$ cat config.mk
export PLATFORM = sky130hd
export DESIGN_NAME = async_fifo
export DESIGN_NICKNAME = d
export VERILOG_FILES = /design/src/rtl/async_fifo.sv
export SDC_FILE = /design/constraint.sdc
export NUM_CORES = 1
export LEC_CHECK = 0
export ABC_CLOCK_PERIOD_IN_PS = 7400
export CORE_ASPECT_RATIO = 0.5
export CORE_MARGIN = 4
export CORE_UTILIZATION = 50
export DETAILED_ROUTE_END_ITERATION = 12
export HOLD_SLACK_MARGIN = 0.06
export PLACE_DENSITY = 0.67
export SYNTH_ARGS = -nofsm -noshare
export SYNTH_HDL_FRONTEND = slang
export SYNTH_SLANG_ARGS = --single-unit
export TNS_END_PERCENT = 5
$ cat constraint.sdc
create_clock -name clk -period 7.4 [get_ports clk]
set_clock_uncertainty 0.15 [all_clocks]
set_input_delay 0.74 -clock clk [delete_from_list [all_inputs] [get_ports clk]]
set_output_delay 0.74 -clock clk [all_outputs]
set_load 0.1 [all_outputs]
$ cat src/rtl/async_fifo.sv
// ---------------------------------------------------------------------------
// async_fifo
// Single-clock FIFO of 2^ASIZE words of DSIZE bits with registered read data,
// a read-valid strobe and full / almost-full / empty / almost-empty flags.
//
// Optional feature macro: ASYNC_FIFO_ERR_EN
//   When defined, adds sticky outputs ovf (a write was dropped because the
//   FIFO was full) and udf (a read was ignored because the FIFO was empty).
//   Both clear only on rst.
//
// Pointers are ASIZE+1 bits wide. The low ASIZE bits address the array and
// the extra bit tells a full FIFO apart from an empty one, so the occupancy
// is simply wptr - rptr in modulo arithmetic.
//
// Status flags are registered. They are computed from the next-state
// pointers, so after every edge they match the newly registered pointers.
// A write that arrives while wfull is set is dropped, and a read that
// arrives while repty is set is ignored. This holds even when the opposite
// port is accepted in the same cycle.
//
// ALMST is expected to lie between 0 and 2^ASIZE.
// ---------------------------------------------------------------------------
module async_fifo #(
    parameter int DSIZE = 8,
    parameter int ASIZE = 6,
    parameter int ALMST = 12
) (
    input  logic             clk,
    input  logic             rst,
    input  logic             wreq,
    input  logic [DSIZE-1:0] wdata,
    output logic             wfull,
    output logic             wfull_almst,
    input  logic             rreq,
    output logic [DSIZE-1:0] rdata,
    output logic             rdvld,
    output logic             repty,
    output logic             repty_almst
`ifdef ASYNC_FIFO_ERR_EN
    ,
    output logic             ovf,
    output logic             udf
`endif
);

    localparam int DEPTH = 1 << ASIZE;

    // Occupancy thresholds, expressed at pointer width.
    localparam logic [ASIZE:0] FULL_LVL   = (ASIZE+1)'(DEPTH);
    localparam logic [ASIZE:0] AFULL_LVL  = (ASIZE+1)'(DEPTH - ALMST);
    localparam logic [ASIZE:0] AEMPTY_LVL = (ASIZE+1)'(ALMST);
    localparam logic [ASIZE:0] PTR_ONE    = (ASIZE+1)'(1);
    localparam logic [ASIZE:0] PTR_ZERO   = (ASIZE+1)'(0);

    // Storage. Contents are deliberately not reset; the pointers alone
    // define which words are valid.
    logic [DSIZE-1:0] mem_q [DEPTH];

    // Pointer and output state.
    logic [ASIZE:0]   wptr_q,        wptr_d;
    logic [ASIZE:0]   rptr_q,        rptr_d;
    logic [DSIZE-1:0] rdata_q,       rdata_d;
    logic             rdvld_q,       rdvld_d;
    logic             wfull_q,       wfull_d;
    logic             wfull_almst_q, wfull_almst_d;
    logic             repty_q,       repty_d;
    logic             repty_almst_q, repty_almst_d;
`ifdef ASYNC_FIFO_ERR_EN
    logic             ovf_q,         ovf_d;
    logic             udf_q,         udf_d;
`endif

    // Per-cycle decode.
    logic             wr_en_s;
    logic             rd_en_s;
    logic [ASIZE:0]   count_d_s;
    logic [ASIZE-1:0] waddr_s;
    logic [ASIZE-1:0] raddr_s;

    // Accept decisions, which depend only on the registered flags.
    always_comb begin
        wr_en_s = wreq & ~wfull_q;
        rd_en_s = rreq & ~repty_q;
        waddr_s = wptr_q[ASIZE-1:0];
        raddr_s = rptr_q[ASIZE-1:0];
    end

    // Next-state pointers, read data and status flags.
    always_comb begin
        wptr_d        = wptr_q;
        rptr_d        = rptr_q;
        rdata_d       = rdata_q;
        rdvld_d       = 1'b0;
        count_d_s     = PTR_ZERO;
        wfull_d       = 1'b0;
        wfull_almst_d = 1'b0;
        repty_d       = 1'b1;
        repty_almst_d = 1'b1;

        if (wr_en_s) begin
            wptr_d = wptr_q + PTR_ONE;
        end else begin
            wptr_d = wptr_q;
        end

        if (rd_en_s) begin
            rptr_d  = rptr_q + PTR_ONE;
            rdata_d = mem_q[raddr_s];
            rdvld_d = 1'b1;
        end else begin
            rptr_d  = rptr_q;
            rdata_d = rdata_q;
            rdvld_d = 1'b0;
        end

        count_d_s     = wptr_d - rptr_d;
        wfull_d       = (count_d_s == FULL_LVL);
        wfull_almst_d = (count_d_s >= AFULL_LVL);
        repty_d       = (count_d_s == PTR_ZERO);
        repty_almst_d = (count_d_s <= AEMPTY_LVL);
    end

`ifdef ASYNC_FIFO_ERR_EN
    // Sticky error flags, set by a rejected request and held until reset.
    always_comb begin
        ovf_d = ovf_q;
        udf_d = udf_q;
        if (wreq && wfull_q) begin
            ovf_d = 1'b1;
        end else begin
            ovf_d = ovf_q;
        end
        if (rreq && repty_q) begin
            udf_d = 1'b1;
        end else begin
            udf_d = udf_q;
        end
    end
`endif

    // State registers with synchronous reset to the empty condition.
    always_ff @(posedge clk) begin
        if (rst) begin
            wptr_q        <= PTR_ZERO;
            rptr_q        <= PTR_ZERO;
            rdata_q       <= '0;
            rdvld_q       <= 1'b0;
            wfull_q       <= 1'b0;
            wfull_almst_q <= 1'b0;
            repty_q       <= 1'b1;
            repty_almst_q <= 1'b1;
        end else begin
            wptr_q        <= wptr_d;
            rptr_q        <= rptr_d;
            rdata_q       <= rdata_d;
            rdvld_q       <= rdvld_d;
            wfull_q       <= wfull_d;
            wfull_almst_q <= wfull_almst_d;
            repty_q       <= repty_d;
            repty_almst_q <= repty_almst_d;
        end
    end

`ifdef ASYNC_FIFO_ERR_EN
    // Error flag registers.
    always_ff @(posedge clk) begin
        if (rst) begin
            ovf_q <= 1'b0;
            udf_q <= 1'b0;
        end else begin
            ovf_q <= ovf_d;
            udf_q <= udf_d;
        end
    end
`endif

    // Array write port. Writes are gated off while reset is applied.
    always_ff @(posedge clk) begin
        if (!rst && wr_en_s) begin
            mem_q[waddr_s] <= wdata;
        end
    end

    // Output drive from registered state.
    always_comb begin
        wfull       = wfull_q;
        wfull_almst = wfull_almst_q;
        rdata       = rdata_q;
        rdvld       = rdvld_q;
        repty       = repty_q;
        repty_almst = repty_almst_q;
    end

`ifdef ASYNC_FIFO_ERR_EN
    // Error flag outputs.
    always_comb begin
        ovf = ovf_q;
        udf = udf_q;
    end
`endif

endmodule

==> results.tsv <==
stage	metric	value	unit
sta	Max transition margin	17.9	%
setup_path	Worst Path Arrival	4.13	ns
sta	Hold Slack	0.344	ns
route	DRC viols	0	
route	1st-pass router iterations	5	
sta	worst slew pin tran	1.23	ns
place	pre-CTS worst setup slack	3.29	ns
die	I/O pins	25	
die	Chip Height	153	um
yosys	Yosys top cell by area	edfxtp_1	
power_and_ir_drop	Leak	7.02	nW
hold_path	worst hold stages	2	
setup_path	Slowest cell on crit path	dfxtp_4	
global_route	Congestion Overflow GR	0	
setup_path	Setup CP Type	flop to flop	
sta	Hold Vio Cnt, Final	0	
yosys	syn_nets	1037	
die	Die W	298	um
final_layout	share of cells above drive strength 1	22.1	%
flow_run	max cap viols	0	
final_layout	non-filler instance count after layout	1628	
sta	final period utilization	51.6	%
route	Vias	10100	
die	core area	0.0410	mm2
sta	Tmin final	3.82	ns
cts	clock transition at the registers of the reported paths	0.07	ns
power_and_ir_drop	Clk network pwr share	37.1	%
route	total length of routed wires	45.1	mm
place	Placed Cells	1543	
route	ANT nets after route	0	
power_and_ir_drop	overall power	0.00638	W
power_and_ir_drop	pwr/cell area	274	mW/mm2
place	RePlAce Congestion	0.895	
final_layout	diode count	0	
run_status	status	complete, no violations	
setup_path	CP Launch Type	flop	
die	Starting Density	51.4	%
yosys	sequential area share after synthesis	75.5	%
global_route	global-route wire length before repair	67.0	mm
yosys	Post-Syn Area	0.0211	mm2
yosys	Seq cells post-synth	539	
route	DRT iter0 DRCs	1176	
power_and_ir_drop	switch share	22.6	%
sta	Final Setup Violations	0	
yosys	Synth Warn #	0	
cts	Num CTS Buffers	46	
yosys	post-synth cell types	42	
place	Post-DP HPWL	26.5	mm
cts	CTS hold repair buffers	0	
die	Die ar.	0.0457	mm2
sta	setup TNS	0	ns
route	routed length per placed instance	27.7	um
setup_path	worst-path maximum fanout	46	
setup_path	Worst Setup End Kind	flop	
cts	Post CTS Setup Buffer Count	0	
power_and_ir_drop	Switching Power	0.00144	W
die	standard-cell rows	52	
power_and_ir_drop	sequential share of power	53.3	%
cts	cts repair resizes	0	
cts	H-Tree Depth	2	
yosys	Mean Syn Cell Area	20.7	um2
hold_path	hold crit path type	flop to flop	
power_and_ir_drop	Internal	0.00494	W
place	PortBufs	24	
yosys	Post-synth top flop	edfxtp_1	
cts	clk root buf	clkbuf_16	
yosys	Post-Syn Instances	1018	
cts	CTS tree	done	
global_route	initial antenna violation count	2	
power_and_ir_drop	Max rail drop VDD	0.000151	V
yosys	share of the synthesized area in the top cell type	73.0	%
route	drt via density	6.18	
global_route	vias in the first global route	10200	
sta	final-report max-slew violation count	0	
final_layout	Area Growth Syn to Fin	10.4	%
setup_path	CP Data Required Time	7.71	ns
cts	CTS max path bufs	3	
power_and_ir_drop	Comb power frac	9.5	%
cts	CTS Sinks	539	
global_route	total track usage	19.9	%
yosys	post-synthesis async set-or-reset flop share	0	%
yosys	EDFF count, synth	512	
setup_path	CP Cell Sequence	ha_1 > mux2i_1 > inv_1 > fa_1 > nor2b_1 > a2111oi_0 > a221oi_1 > o21ai_0 > a21oi_1 > xnor2_1 > and4bb_2	
global_route	largest net degree at the start of global routing	65	
setup_path	Worst Reg-to-Reg Cells	11	
sta	final setup slack of the worst path	3.58	ns
sta	RSZ-0062 raised after global routing	false	
final_layout	final net count	1070	
cts	clk_lat worst skew	0.56	ns
yosys	Synth area leaders	edfxtp_1 (73%), mux4_2 (15%), dfxtp_1 (2.6%)	
setup_path	CP max stage delay	0.97	ns
sta	Fmax achieved	262	MHz
flip-flops by register name, indices dropped and copies added (netlist names):
name and count:
rdata 8, wptr_q 7, rdvld 1, rptr_q 7, repty_almst 1, mem_q 512
wfull_almst 1, repty 1, wfull 1
layer usage:
metal / GRT usage (%) / vias to the layer above / routed length (um)
li1: - / 4276 / -
met1: 28.5 / 5357 / 19600
met2: 30.6 / 358 / 20800
met3: 5.84 / 72 / 3750
met4: 4.95 / 4 / 935
met5: 0 / - / 28
cells by family after synthesis:
kind of cell / count (synthesis) / share of synthesized area (%)
compound gates: 76 / 2.50
xor+xnor: 18 / 0.814
fa+ha+maj: 7 / 0.451
buf+inv: 60 / 1.46
flops: 539 / 75.5
mux: 153 / 15.7
simple gates: 165 / 3.54
power groups by stage:
| stage | Clock, W | Sequential (W) | Combinational, W |
|---|---|---|---|
| 2_1_floorplan | 0 | 0.00351 | 0.000396 |
| 3_3_place_gp | 0 | 0.00347 | 0.000601 |
| 3_5_place_dp | 0 | 0.00347 | 0.000612 |
| 4_1_cts | 0.00240 | 0.00341 | 0.000614 |
| 5_1_grt | 0.00253 | 0.00341 | 0.000647 |
| 6_report | 0.00237 | 0.00340 | 0.000609 |
worst max-delay path: cells and delay by family (launching register included):
family,cells,cell delay [ns]
buf+inv,1,0.10
simple gates,2,0.49
fa+ha+maj,2,0.83
xor+xnor,1,0.21
flops,1,0.97
compound gates,4,0.70
mux,1,0.24
final timing paths:
kind / start / endpoint / slack (ns)
setup reg to reg: rptr_q[0] / wfull / 3.58
hold reg to reg: rdata[3] / rdata[3] / 0.34
setup / recovery: rptr_q[0] / wfull / 3.58
hold / removal: rdata[3] / rdata[3] / 0.34
layout by cell type (no fill, tap or decap), drive strengths merged, types with 4 or more instances in the layout:
cell type      instances
nor3                  10
nor2                  93
a21oi                 24
clkdlybuf4s50         16
clkbuf                65
a221oi                 5
mux4                 142
ha                     6
a22oi                 24
nand2                 18
a22o                   4
clkinv                16
a211oi                 9
nand2b                 4
mux2i                 11
buf                   25
dfxtp                 27
edfxtp               512
xnor2                 13
inv                    4
nor2b                 14
o41ai                  4
nand3                  9
xor2                   4
Yosys cell counts (all sizes together) (2+ instances only):
| cell | instances |
|---|---|
| nor2b | 14 |
| ha | 6 |
| a22o | 4 |
| a211oi | 9 |
| clkbuf | 26 |
| a21oi | 24 |
| nand3b | 2 |
| mux4 | 142 |
| or2 | 3 |
| mux2i | 11 |
| buf | 30 |
| xnor2 | 13 |
| o41ai | 4 |
| nand3 | 9 |
| o21ai | 2 |
| a221oi | 5 |
| dfxtp | 27 |
| nor2 | 93 |
| a31o | 2 |
| edfxtp | 512 |
| nand2b | 4 |
| nand4 | 2 |
| xor2 | 4 |
| inv | 4 |
| nand2 | 18 |
| a22oi | 24 |
| nor3 | 10 |
| or3 | 3 |
metrics by stage:
stage          util [%]  area (um2)
2_1_floorplan         -       21100
3_3_place_gp       53.2       21800
3_5_place_dp       53.2       21800
4_1_cts            56.8       23300
5_1_grt            56.8       23300
6_report           56.8       23300
final cells by class:
| type | count | area, um2 |
|---|---|---|
| clock buffers | 65 | 1330 |
| clock inverters | 20 | 144 |
| fillers | 2962 | 17700 |
| inverters | 4 | 15.0 |
| multi-input cells | 419 | 4850 |
| flip-flops and latches | 539 | 15900 |
| well taps | 540 | 676 |
| repair buffers | 41 | 340 |
Note: power is estimated with default switching activity, not from simulation.
